==> src/rtl/wb_spi_pkg.sv <==
// Shared register map, STATUS/CTRL bit positions and FIFO count field width
// for the Wishbone-to-SPI-slave bridge.
package wb_spi_pkg;

    typedef enum logic [1:0] {
        REG_DATA   = 2'd0,
        REG_STATUS = 2'd1,
        REG_CTRL   = 2'd2,
        REG_CLEAR  = 2'd3
    } reg_sel_e;

    // Width of the rx_count / tx_count fields in STATUS
    localparam int CNT_W = 8;

    localparam int ST_RX_CNT = 0;
    localparam int ST_TX_CNT = 8;
    localparam int ST_FLAGS  = 16;  // rx_ovf, tx_udf, tx_ovf, frame_err at 16..19
    localparam int ST_SS     = 20;

    localparam int CTRL_CPOL    = 0;
    localparam int CTRL_CPHA    = 1;
    localparam int CTRL_LSB     = 2;
    localparam int CTRL_IRQ_RX  = 3;
    localparam int CTRL_IRQ_ERR = 4;
    localparam int CTRL_W       = 5;

endpackage

==> src/rtl/sync_fifo.sv <==
// Single-clock FIFO; a push into a full FIFO succeeds only when a pop
// happens in the same cycle.
module sync_fifo #(
    parameter int WIDTH = 8,
    parameter int DEPTH = 8
) (
    input  logic                     clk,
    input  logic                     reset,
    input  logic                     push,
    input  logic                     pop,
    input  logic [WIDTH-1:0]         din,
    output logic [WIDTH-1:0]         dout,
    output logic                     full,
    output logic                     empty,
    output logic [$clog2(DEPTH):0]   count
);
    localparam int AW = $clog2(DEPTH);

    logic [WIDTH-1:0] mem [DEPTH];
    logic [AW-1:0]    wr_ptr, rd_ptr;
    logic             do_push, do_pop;

    assign empty   = (count == '0);
    assign full    = (count == (AW+1)'(DEPTH));
    assign do_pop  = pop && !empty;
    assign do_push = push && (!full || do_pop);
    assign dout    = mem[rd_ptr];

    always_ff @(posedge clk or negedge reset) begin
        if (!reset) begin
            wr_ptr <= '0;
            rd_ptr <= '0;
            count  <= '0;
        end else begin
            if (do_push) wr_ptr <= wr_ptr + AW'(1);
            if (do_pop)  rd_ptr <= rd_ptr + AW'(1);
            if (do_push && !do_pop)      count <= count + (AW+1)'(1);
            else if (do_pop && !do_push) count <= count - (AW+1)'(1);
        end
    end

    always_ff @(posedge clk) begin
        if (do_push) mem[wr_ptr] <= din;
    end

endmodule

==> src/rtl/wb_spi_fifo.sv <==
// Wishbone slave fronting an SPI slave with RX/TX FIFOs, sticky error flags
// and a level interrupt.
module wb_spi_fifo
    import wb_spi_pkg::*;
#(
    parameter int ADDR_WIDTH = 16,
    parameter int DATA_WIDTH = 32,
    parameter int SPI_WIDTH  = 8,
    parameter int FIFO_DEPTH = 8
) (
    input  logic                  clk,
    input  logic                  reset,
    input  logic [ADDR_WIDTH-1:0] wbs_address,
    input  logic [DATA_WIDTH-1:0] wbs_writedata,
    output logic [DATA_WIDTH-1:0] wbs_readdata,
    input  logic                  wbs_strobe,
    input  logic                  wbs_cycle,
    input  logic                  wbs_write,
    output logic                  wbs_ack,
    input  logic                  mosi,
    input  logic                  ss,
    input  logic                  sclk,
    output logic                  miso,
    output logic                  spi_done,
    output logic                  irq
);
    localparam int CW = $clog2(FIFO_DEPTH) + 1;
    localparam int BW = $clog2(SPI_WIDTH + 1);

    logic [1:0]            sclk_sync, ss_sync, mosi_sync;
    logic                  sclk_q, ss_q;
    logic                  sclk_rise, sclk_fall, ss_fall, ss_rise;
    logic                  lead, trail, sample_edge, shift_edge, last_bit;
    logic                  word_done, load, active;
    logic [2:0]            cfg;
    logic [BW-1:0]         bit_cnt;
    logic [SPI_WIDTH-1:0]  tx_sr, rx_sr, rx_word, load_word;
    logic [CTRL_W-1:0]     ctrl;
    logic [3:0]            flags, flag_set, flag_clr;
    logic                  req, wr, rd;
    reg_sel_e              sel;
    logic [DATA_WIDTH-1:0] rd_value;

    logic                  rx_push, rx_pop, rx_full, rx_empty;
    logic                  tx_push, tx_pop, tx_full, tx_empty;
    logic [SPI_WIDTH-1:0]  rx_dout, tx_dout;
    logic [CW-1:0]         rx_count, tx_count;
    logic                  unused_bits;

    assign unused_bits = ^{wbs_address[ADDR_WIDTH-1:2], wbs_writedata};

    always_ff @(posedge clk or negedge reset) begin
        if (!reset) begin
            sclk_sync <= '0;
            ss_sync   <= '1;
            mosi_sync <= '0;
            sclk_q    <= 1'b0;
            ss_q      <= 1'b1;
        end else begin
            sclk_sync <= {sclk_sync[0], sclk};
            ss_sync   <= {ss_sync[0], ss};
            mosi_sync <= {mosi_sync[0], mosi};
            sclk_q    <= sclk_sync[1];
            ss_q      <= ss_sync[1];
        end
    end

    assign sclk_rise   = sclk_sync[1] & ~sclk_q;
    assign sclk_fall   = ~sclk_sync[1] & sclk_q;
    assign ss_fall     = ss_q & ~ss_sync[1];
    assign ss_rise     = ~ss_q & ss_sync[1];
    assign lead        = cfg[CTRL_CPOL] ? sclk_fall : sclk_rise;
    assign trail       = cfg[CTRL_CPOL] ? sclk_rise : sclk_fall;
    assign sample_edge = active & ~ss_fall & ~ss_rise & (cfg[CTRL_CPHA] ? trail : lead);
    assign shift_edge  = active & ~ss_fall & ~ss_rise & (cfg[CTRL_CPHA] ? lead : trail);
    assign last_bit    = (bit_cnt == BW'(SPI_WIDTH - 1));
    assign word_done   = sample_edge & last_bit;
    assign load        = ss_fall | word_done;
    assign load_word   = tx_empty ? '0 : tx_dout;
    assign rx_word     = cfg[CTRL_LSB] ? {mosi_sync[1], rx_sr[SPI_WIDTH-1:1]}
                                       : {rx_sr[SPI_WIDTH-2:0], mosi_sync[1]};

    // Shift edges before the first sample of a word are skipped so the MSB
    // loaded at ss fall / reload stays on miso for the master's first sample.
    always_ff @(posedge clk or negedge reset) begin
        if (!reset) begin
            active  <= 1'b0;
            cfg     <= '0;
            bit_cnt <= '0;
            tx_sr   <= '0;
            rx_sr   <= '0;
        end else if (ss_fall) begin
            active  <= 1'b1;
            cfg     <= ctrl[2:0];
            bit_cnt <= '0;
            tx_sr   <= load_word;
            rx_sr   <= '0;
        end else if (ss_rise) begin
            active  <= 1'b0;
            bit_cnt <= '0;
        end else if (sample_edge) begin
            rx_sr <= rx_word;
            if (last_bit) begin
                bit_cnt <= '0;
                tx_sr   <= load_word;
            end else begin
                bit_cnt <= bit_cnt + BW'(1);
            end
        end else if (shift_edge && bit_cnt != '0) begin
            tx_sr <= cfg[CTRL_LSB] ? (tx_sr >> 1) : (tx_sr << 1);
        end
    end

    assign miso = active & (cfg[CTRL_LSB] ? tx_sr[0] : tx_sr[SPI_WIDTH-1]);

    assign req     = wbs_strobe & wbs_cycle & ~wbs_ack;
    assign sel     = reg_sel_e'(wbs_address[1:0]);
    assign wr      = req & wbs_write;
    assign rd      = req & ~wbs_write;
    assign rx_push = word_done;
    assign rx_pop  = rd & (sel == REG_DATA);
    assign tx_push = wr & (sel == REG_DATA);
    assign tx_pop  = load & ~tx_empty;

    assign flag_set[0] = word_done & rx_full & ~rx_pop;
    assign flag_set[1] = load & tx_empty;
    assign flag_set[2] = tx_push & tx_full & ~tx_pop;
    assign flag_set[3] = ss_rise & active & (bit_cnt != '0);
    assign flag_clr    = (wr && sel == REG_CLEAR) ? wbs_writedata[ST_FLAGS +: 4] : '0;

    always_comb begin
        rd_value = '0;
        case (sel)
            REG_DATA:   if (!rx_empty) rd_value[SPI_WIDTH-1:0] = rx_dout;
            REG_STATUS: begin
                rd_value[ST_RX_CNT +: CNT_W] = CNT_W'(rx_count);
                rd_value[ST_TX_CNT +: CNT_W] = CNT_W'(tx_count);
                rd_value[ST_FLAGS +: 4]      = flags;
                rd_value[ST_SS]              = ~ss_sync[1];
            end
            REG_CTRL:   rd_value[CTRL_W-1:0] = ctrl;
            default:    ;
        endcase
    end

    always_ff @(posedge clk or negedge reset) begin
        if (!reset) begin
            wbs_ack      <= 1'b0;
            wbs_readdata <= '0;
            ctrl         <= '0;
            flags        <= '0;
            spi_done     <= 1'b0;
        end else begin
            wbs_ack  <= req;
            spi_done <= word_done;
            flags    <= (flags & ~flag_clr) | flag_set;
            if (rd) wbs_readdata <= rd_value;
            if (wr && sel == REG_CTRL) ctrl <= wbs_writedata[CTRL_W-1:0];
        end
    end

    assign irq = (ctrl[CTRL_IRQ_RX] & ~rx_empty) | (ctrl[CTRL_IRQ_ERR] & (|flags));

    sync_fifo #(.WIDTH(SPI_WIDTH), .DEPTH(FIFO_DEPTH)) u_rx_fifo (
        .clk   (clk),
        .reset (reset),
        .push  (rx_push),
        .pop   (rx_pop),
        .din   (rx_word),
        .dout  (rx_dout),
        .full  (rx_full),
        .empty (rx_empty),
        .count (rx_count)
    );

    sync_fifo #(.WIDTH(SPI_WIDTH), .DEPTH(FIFO_DEPTH)) u_tx_fifo (
        .clk   (clk),
        .reset (reset),
        .push  (tx_push),
        .pop   (tx_pop),
        .din   (wbs_writedata[SPI_WIDTH-1:0]),
        .dout  (tx_dout),
        .full  (tx_full),
        .empty (tx_empty),
        .count (tx_count)
    );

endmodule

==> config.mk <==
export PLATFORM = sky130hd
export DESIGN_NAME = wb_spi_fifo
export DESIGN_NICKNAME = d
export VERILOG_FILES = /design/src/rtl/wb_spi_pkg.sv /design/src/rtl/sync_fifo.sv /design/src/rtl/wb_spi_fifo.sv
export SDC_FILE = /design/constraint.sdc
export NUM_CORES = 1
export LEC_CHECK = 0
export BUFFER_PORTS_ARGS = -buffer_cell sky130_fd_sc_hd__buf_2
export CAP_MARGIN = 20
export CORE_MARGIN = 2
export CORE_UTILIZATION = 43
export CTS_BUF_LIST = sky130_fd_sc_hd__clkbuf_2 sky130_fd_sc_hd__clkbuf_4 sky130_fd_sc_hd__clkbuf_8
export CTS_CLUSTER_DIAMETER = 200
export DETAILED_ROUTE_END_ITERATION = 8
export GPL_ROUTABILITY_DRIVEN = 1
export SLEW_MARGIN = 10
export SYNTH_ARGS = -nofsm -noshare
export SYNTH_HDL_FRONTEND = slang
export SYNTH_HIERARCHICAL = 1
export SYNTH_SLANG_ARGS = --single-unit
==> constraint.sdc <==
create_clock -name clk -period 7.7 [get_ports clk]
set_input_delay 0.77 -clock clk [delete_from_list [all_inputs] [get_ports clk]]
set_output_delay 0.77 -clock clk [all_outputs]
set_load 0.02 [all_outputs]
# Yosys cells after proc, flatten, opt, wreduce, memory -nomap -nowiden
# Memory sizes are Yosys's and may differ from the RTL's.
# Cells that the tools add are included.
totals:
  ff_bits: 84
  mem_bits_rw: 128
  memories: 2
  in_bits: 56
  output_inout_bits: 36
  wordCells: 152
memory_table:
  columns: ["memory", "words", "width", "read_ports", "rd_clocked_by_memory_dff", "write_ports", "line_no", "rtl"]
  rows:
  - ["u_rx_fifo.mem", 8, 8, 1, 0, 1, "sync_fifo.sv:19", "logic [WIDTH-1:0] mem [DEPTH];"]
  - ["u_tx_fifo.mem", 8, 8, 1, 0, 1, "sync_fifo.sv:19", null]
op_classes:
  n_reduce_logical: 34
  mux: 35
  addsub: 9
  eq_ne: 8
  bitwise_logic: 43
op_table:
  columns: ["op", "n"]
  rows:
  - ["two-way mux 8 bit", 12]
  - ["two-way mux 4 bit", 9]
  - ["AND 1 bit", 26]
  - ["case mux 5 bit (3 select lines)", 1]
  - ["two-way mux 13 bit", 1]
  - ["adder 3 x 1 -> 3 bit, second input constant", 4]
  - ["adder 4 x 1 -> 4 bit, second input constant", 3]
  - ["NOT 1 bit", 12]
  - ["logical AND 1 bit", 11]
  - ["two-way mux 1 bit", 11]
  - ["equality test 4 bit, second input constant", 2]
  - ["logical NOT 1 bit", 8]
  - ["logical NOT 4 bit", 2]
  - ["nonzero test 2 bit", 4]
  - ["subtractor 4 x 1 -> 4 bit, second input constant", 2]
  - ["nonzero test 3 bit", 2]
  - ["AND 4 bit", 1]
  - ["equality test 2 bit, second input constant", 2]
  - ["equality test 4 x 3 -> 1 bit, second input constant", 1]
  - ["NOT 4 bit", 1]
  - ["OR 4 bit", 1]
  - ["nonzero test 4 bit", 1]
  - ["OR reduction 4 bit", 1]
  - ["two-way mux 3 bit", 1]
  - ["other kinds (8)", 10]

# Logic depth before layout (Yosys ltp)
depth:
  word_depth: 16
  ltp_mapped: 14
  depth_no_buf: 14

# Modules after synthesis
# The synthesis kept the hierarchy.
by_module_without_submodules:
  columns: ["module", "area_per_inst_um2", "seq_area_each_um2", "n_inst", "cells_each"]
  rows:
  - ["sync_fifo", 3062.9, 2172.1, 2, 156]
  - ["wb_spi_fifo", 3035.4, 1505.2, 1, 283]

# Least setup slack after synthesis
# Ideal clock, no wire load.
synth_path:
  path_kind: "input to register"
  start: "input wbs_strobe"
  end: "register u_rx_fifo.count[3]"
  path_slack_ns: 4.313
  required_ns: 7.569
  arrival_ns: 3.256
  setup_ns: 0.131
  n_path_buf: 1
  cell_stages: 13
  path_cell_list: "nand2_1 > or3_1 > clkbuf_1 > or3_1 > inv_1 > o21ai_4 > inv_2 > ha_1 > inv_1 > ha_1 > or4_1 > o211ai_1 > o211ai_1"
synth_between:
  elab_chain_len: 10
  elab_cells_between_ends: 13
  classes_between: "mux (1); bitwise (4); reduce/logical (8)"
synth_lines:
  columns: ["item", "line_no", "rtl"]
  rows:
  - ["start, declared", "wb_spi_fifo.sv:16", "input logic wbs_strobe,"]
  - ["AND 1 bit * (2 in a row)", "wb_spi_fifo.sv:116", "assign req = wbs_strobe & wbs_cycle & ~wbs_ack;"]
  - ["AND 1 bit *", "wb_spi_fifo.sv:119", "assign rd = req & ~wbs_write;"]
  - ["AND 1 bit *", "wb_spi_fifo.sv:121", "assign rx_pop = rd & (sel == REG_DATA);"]
  - ["via rx_pop", "wb_spi_fifo.sv:44", "logic rx_push, rx_pop, rx_full, rx_empty;"]
  - ["logical AND 1 bit *", "sync_fifo.sv:25", "assign do_pop = pop && !empty;"]
  - ["logical OR 1 bit *", "sync_fifo.sv:26", "assign do_push = push && (!full || do_pop);"]
  - ["logical AND 1 bit *", "sync_fifo.sv:26", null]
  - ["via u_rx_fifo.do_push", "sync_fifo.sv:21", "logic do_push, do_pop;"]
  - ["logical NOT 1 bit", "sync_fifo.sv:38", "else if (do_pop && !do_push) count <= count - (AW+1)'(1);"]
  - ["logical AND 1 bit", "sync_fifo.sv:38", null]
  - ["nonzero test 2 bit (no line)", null, null]
  - ["end signal, assigned", "sync_fifo.sv:37", "if (do_push && !do_pop) count <= count + (AW+1)'(1);"]
  - ["end signal, assigned", "sync_fifo.sv:38", null]
  - ["end, declared", "sync_fifo.sv:15", "output logic [$clog2(DEPTH):0] count"]
# Mark *: on every way through the listed nets, which the timed path passes. The rest lies on a longest branch.
# A chain may end at the register's enable or synchronous reset.

# Worst setup path after layout
layout_path:
  start: "register ss_sync[1]"
  end: "register u_rx_fifo.count[3]"
layout_between:
  elab_chain_len: 11
  elab_cells_between_ends: 15
  classes_between: "mux (1); bitwise (9); reduce/logical (5)"
layout_lines:
  columns: ["item", "line_no", "rtl"]
  rows:
  - ["start, declared", "wb_spi_fifo.sv:30", "logic [1:0] sclk_sync, ss_sync, mosi_sync;"]
  - ["start signal, assigned", "wb_spi_fifo.sv:61", "ss_sync <= {ss_sync[0], ss};"]
  - ["NOT 1 bit *", "wb_spi_fifo.sv:70", "assign ss_fall = ss_q & ~ss_sync[1];"]
  - ["AND 1 bit *", "wb_spi_fifo.sv:70", null]
  - ["via ss_fall", "wb_spi_fifo.sv:32", "logic sclk_rise, sclk_fall, ss_fall, ss_rise;"]
  - ["NOT 1 bit *", "wb_spi_fifo.sv:74", "assign sample_edge = active & ~ss_fall & ~ss_rise & (cfg[CTRL_CPHA] ? trail : lead);"]
  - ["AND 1 bit * (3 in a row)", "wb_spi_fifo.sv:74", null]
  - ["AND 1 bit *", "wb_spi_fifo.sv:77", "assign word_done = sample_edge & last_bit;"]
  - ["via rx_push", "wb_spi_fifo.sv:44", null]
  - ["logical AND 1 bit *", "sync_fifo.sv:26", null]
  - ["via u_rx_fifo.do_push", "sync_fifo.sv:21", null]
  - ["logical NOT 1 bit", "sync_fifo.sv:38", null]
  - ["logical AND 1 bit", "sync_fifo.sv:38", null]
  - ["nonzero test 2 bit (no line)", null, null]
# Marks and branches as above.

==> summary.txt <==
Die
  • Die Width: 150 um
  • Die area: 22,500 um2
  • Rows: 53
  • Die Height: 150 um
  • I/O pins: 92
  • Initial Util: 43.7%
  • Core area: 21,000 um2

Logic synthesis
  • Post-synth EDFFs: 128
  • Synth Area in Simple Gates: 6.65%
  • Mean Syn Cell Area: 15.4 um2
  • Compound-cell area share of the yosys netlist: 6.09%
  • Cells after Synth: 595
  • Main synth FF type: edfxtp_1
  • Ys async rst share: 38.5%
  • Yosys cell types: 53
  • Mux cell area share after synthesis: 16.1%
  • Seq cells post-synth: 208
  • Post-Syn Area: 9160 um2
  • Total number of yosys warnings: 6
  • Largest family of logic cells by synthesized area: multiplexers
  • XOR/XNOR Fraction of Synth Area: 1.52%
  • Register area share after synthesis: 63.8%
  • Synth Area in Adders: 2.35%

Timing
  • Slew Limit Fails: 0
  • Sum Neg Setup Slack: 0 ns
  • Final worst slack: 3.50 ns
  • Period minus WS final: 4.20 ns
  • Tightest Pin Transition: 1.05 ns
  • RSZ-0062 raised after global routing: false
  • Worst relative slew slack: 30.0%
  • Hold Fails Final Rpt: 0
  • Max Clk Rate: 0.238 GHz
  • Max Clock Skew: 0.0320 ns
  • Final setup viols: 0
  • Ratio of final minimum period to clock period: 54.5%

Cells and area
  • Commonest non-fill, non-tap cell in the layout: edfxtp_1
  • Commonest cells after routing, fill and taps aside: 128 x edfxtp_1, 77 x dfrtp_1, 48 x nand2_1, 46 x clkbuf_8, 41 x buf_2
  • Number of fill cells: 1,785
  • Reg area: 5850 um2
  • N_diodes: 0
  • Final std cells w/o fill: 958
  • Multi-input gate area: 3080 um2
  • Final instance area: 10,400 um2
  • Fraction of layout cells with a size suffix above 1: 30.5%
  • Area Growth Syn to Fin: 13.7%
  • Final Net Count: 730

Placement
  • Area of placed instances: 9650 um2
  • Setup WS pre-CTS: 3.49 ns
  • GPL Wtd Cong: 0.735
  • DP HPWL: 12,100 um
  • Port buffer count: 42
  • Placed cells: 893

Drt
  • Vias per inst: 5.30
  • Via count: 5,079
  • Initial drt markers: 260
  • DR WL/cell: 19.1 um
  • Routed WL: 18,300 um
  • Routed Antenna Nets: 0
  • DRC viols: 0
  • DRT Pass-1 Iters: 6

Global route
  • Met3 Use GR: 3.54%
  • GRT Residual Overflow: 0
  • Initial antenna violation count: 0
  • Global-route usage over all layers: 16.8%
  • GRT met2 Usage: 29.0%
  • Number of global-route vias before repair: 5,382
  • Gr busiest metal: met2
  • Grt met1 use: 21.1%
  • Largest net degree at the start of global routing: 81
  • First-pass GRT wire length: 28,700 um

Power
  • P per Cell Area: 299 nW/um2
  • Leakage power: 3.96 nW
  • VDD IR-drop max: 163 uV
  • Total Power: 0.00311 W

Clocking
  • H-tree depth reported by CTS: 2
  • CTS tree: done
  • CTS resizes: 0
  • Worst-skew pair later-pin latency: 0.52 ns
  • Root Driver: clkbuf_8
  • CTS buffer count: 37
  • CTS Sinks: 208
  • CTS Hold Bufs: 0
  • CTS Buffer Depth: 3
  • Clock Pin Slew Worst Setup and Hold Paths: 0.06 ns
  • Post-CTS setup buffer count: 0

Worst setup path
  • Worst endpoint required time: 8.09 ns
  • Startpoint Class: flop
  • Worst Path Max Fanout: 13
  • Crit Path Class: flop to flop
  • Worst setup EP type: flop
  • Critical path data arrival time: 4.59 ns

Min path
  • Worst min path class: input pin to asynchronous set/reset pin

Flow run
  • Maxcap violations: 0

Outcome
  • Status: finished clean
-- report_power, final --
| group | leakage, nW | switching, W | internal [W] |
|---|---|---|---|
| clock network | 0.392 | 0.000428 | 0.000577 |
| logic | 1.39 | 0.000291 | 0.000361 |
| registers | 2.17 | 0.000170 | 0.00129 |
| total | 3.96 | 0.000888 | 0.00222 |
-- cells by family (layout without fill, tap and decap cells) --
| group | Yosys count | in the layout |
|---|---|---|
| and+or+nand+nor | 124 | 124 |
| xor gates and xnor gates | 15 | 15 |
| AOI/OAI and AO/OA | 74 | 74 |
| adders and majority gates | 16 | 16 |
| muxes | 97 | 97 |
| other | 1 | 15 |
| buffers and inverters | 60 | 134 |
| DFF | 208 | 208 |
-- worst max-delay path: stages, from the launching register on --
cell	delay, ns
dfstp_2	0.55
inv_1	0.06
ha_1	0.34
nor2_1	0.81
nand2_1	0.10
nor2_1	0.45
o21ai_4	0.20
inv_2	0.08
ha_1	0.22
inv_1	0.13
ha_1	0.37
or4_1	0.56
o211ai_1	0.12
o211ai_1	0.10
-- flip-flops by register name, indices dropped and copies added, names as in the netlist, 3 cells and up --
name and cells:
bit_cnt 4, u_rx_fifo/wr_ptr 3, u_tx_fifo/rd_ptr 3, u_rx_fifo/mem 64, flags 4, wbs_readdata 17, u_tx_fifo/count 4, cfg 3
u_rx_fifo/rd_ptr 3, u_tx_fifo/wr_ptr 3, u_tx_fifo/mem 64, u_rx_fifo/count 4, tx_sr 8, rx_sr 8, ctrl 5
-- area by class of cell --
type / instances / area share, %
flip-flops and latches: 208 / 56.1
multi-input cells: 341 / 29.6
clock buffers: 54 / 6.65
well taps: 275 / 3.30
repair buffers: 51 / 3.15
inverters: 19 / 0.685
clock inverters: 10 / 0.480
-- final timing paths --
check,from,depth (start not counted),end,slack [ns]
min in group clk,sclk_sync[0]$_DFF_PN0_,0,sclk_sync[1]$_DFF_PN0_,0.35
worst max register to register,ss_sync[1]$_DFF_PN1_,13,u_rx_fifo/count[3]$_DFFE_PN0P_,3.50
max in group asynchronous,reset,2,wbs_readdata[2]$_DFFE_PN0N_,6.96
worst max-delay path,ss_sync[1]$_DFF_PN1_,13,u_rx_fifo/count[3]$_DFFE_PN0P_,3.50
worst min-delay path,reset,1,u_tx_fifo/rd_ptr[1]$_DFFE_PN0P_,0.13
worst min register to register,sclk_sync[0]$_DFF_PN0_,0,sclk_sync[1]$_DFF_PN0_,0.35
-- Yosys cell counts (4+ instances only) --
| master | count | area, um2 |
|---|---|---|
| a21oi_1 | 11 | 55.1 |
| a22oi_1 | 5 | 37.5 |
| a32o_1 | 12 | 120 |
| buf_2 | 6 | 30.0 |
| buf_4 | 16 | 120 |
| clkbuf_1 | 14 | 52.6 |
| dfrtp_1 | 77 | 1930 |
| edfxtp_1 | 128 | 3840 |
| ha_1 | 14 | 175 |
| inv_1 | 16 | 60.1 |
| mux2_2 | 34 | 383 |
| mux2_4 | 10 | 150 |
| mux2i_1 | 18 | 180 |
| mux4_2 | 32 | 721 |
| nand2_1 | 48 | 180 |
| nand2b_1 | 14 | 87.6 |
| nand3_1 | 5 | 25.0 |
| nand3b_1 | 5 | 37.5 |
| nor2_1 | 21 | 78.8 |
| nor3_1 | 12 | 60.1 |
| nor4_1 | 4 | 25.0 |
| o211ai_1 | 8 | 60.1 |
| o21ai_0 | 21 | 105 |
| or3_1 | 4 | 25.0 |
| xnor2_1 | 11 | 96.3 |
-- per-stage QoR --
stage          utilization [%]  hold WS, ns
2_1_floorplan                -        0.331
3_3_place_gp              45.8        0.340
3_5_place_dp              46.0        0.340
4_1_cts                   49.6        0.340
5_1_grt                   49.7        0.114
6_report                  49.7        0.132
-- routing by layer --
layer,wire [um],vias up
li1,-,2361
met1,7920,2592
met2,9280,95
met3,720,31
met4,364,0
met5,0,-
No activity file was read; power rests on OpenSTA's default activity.
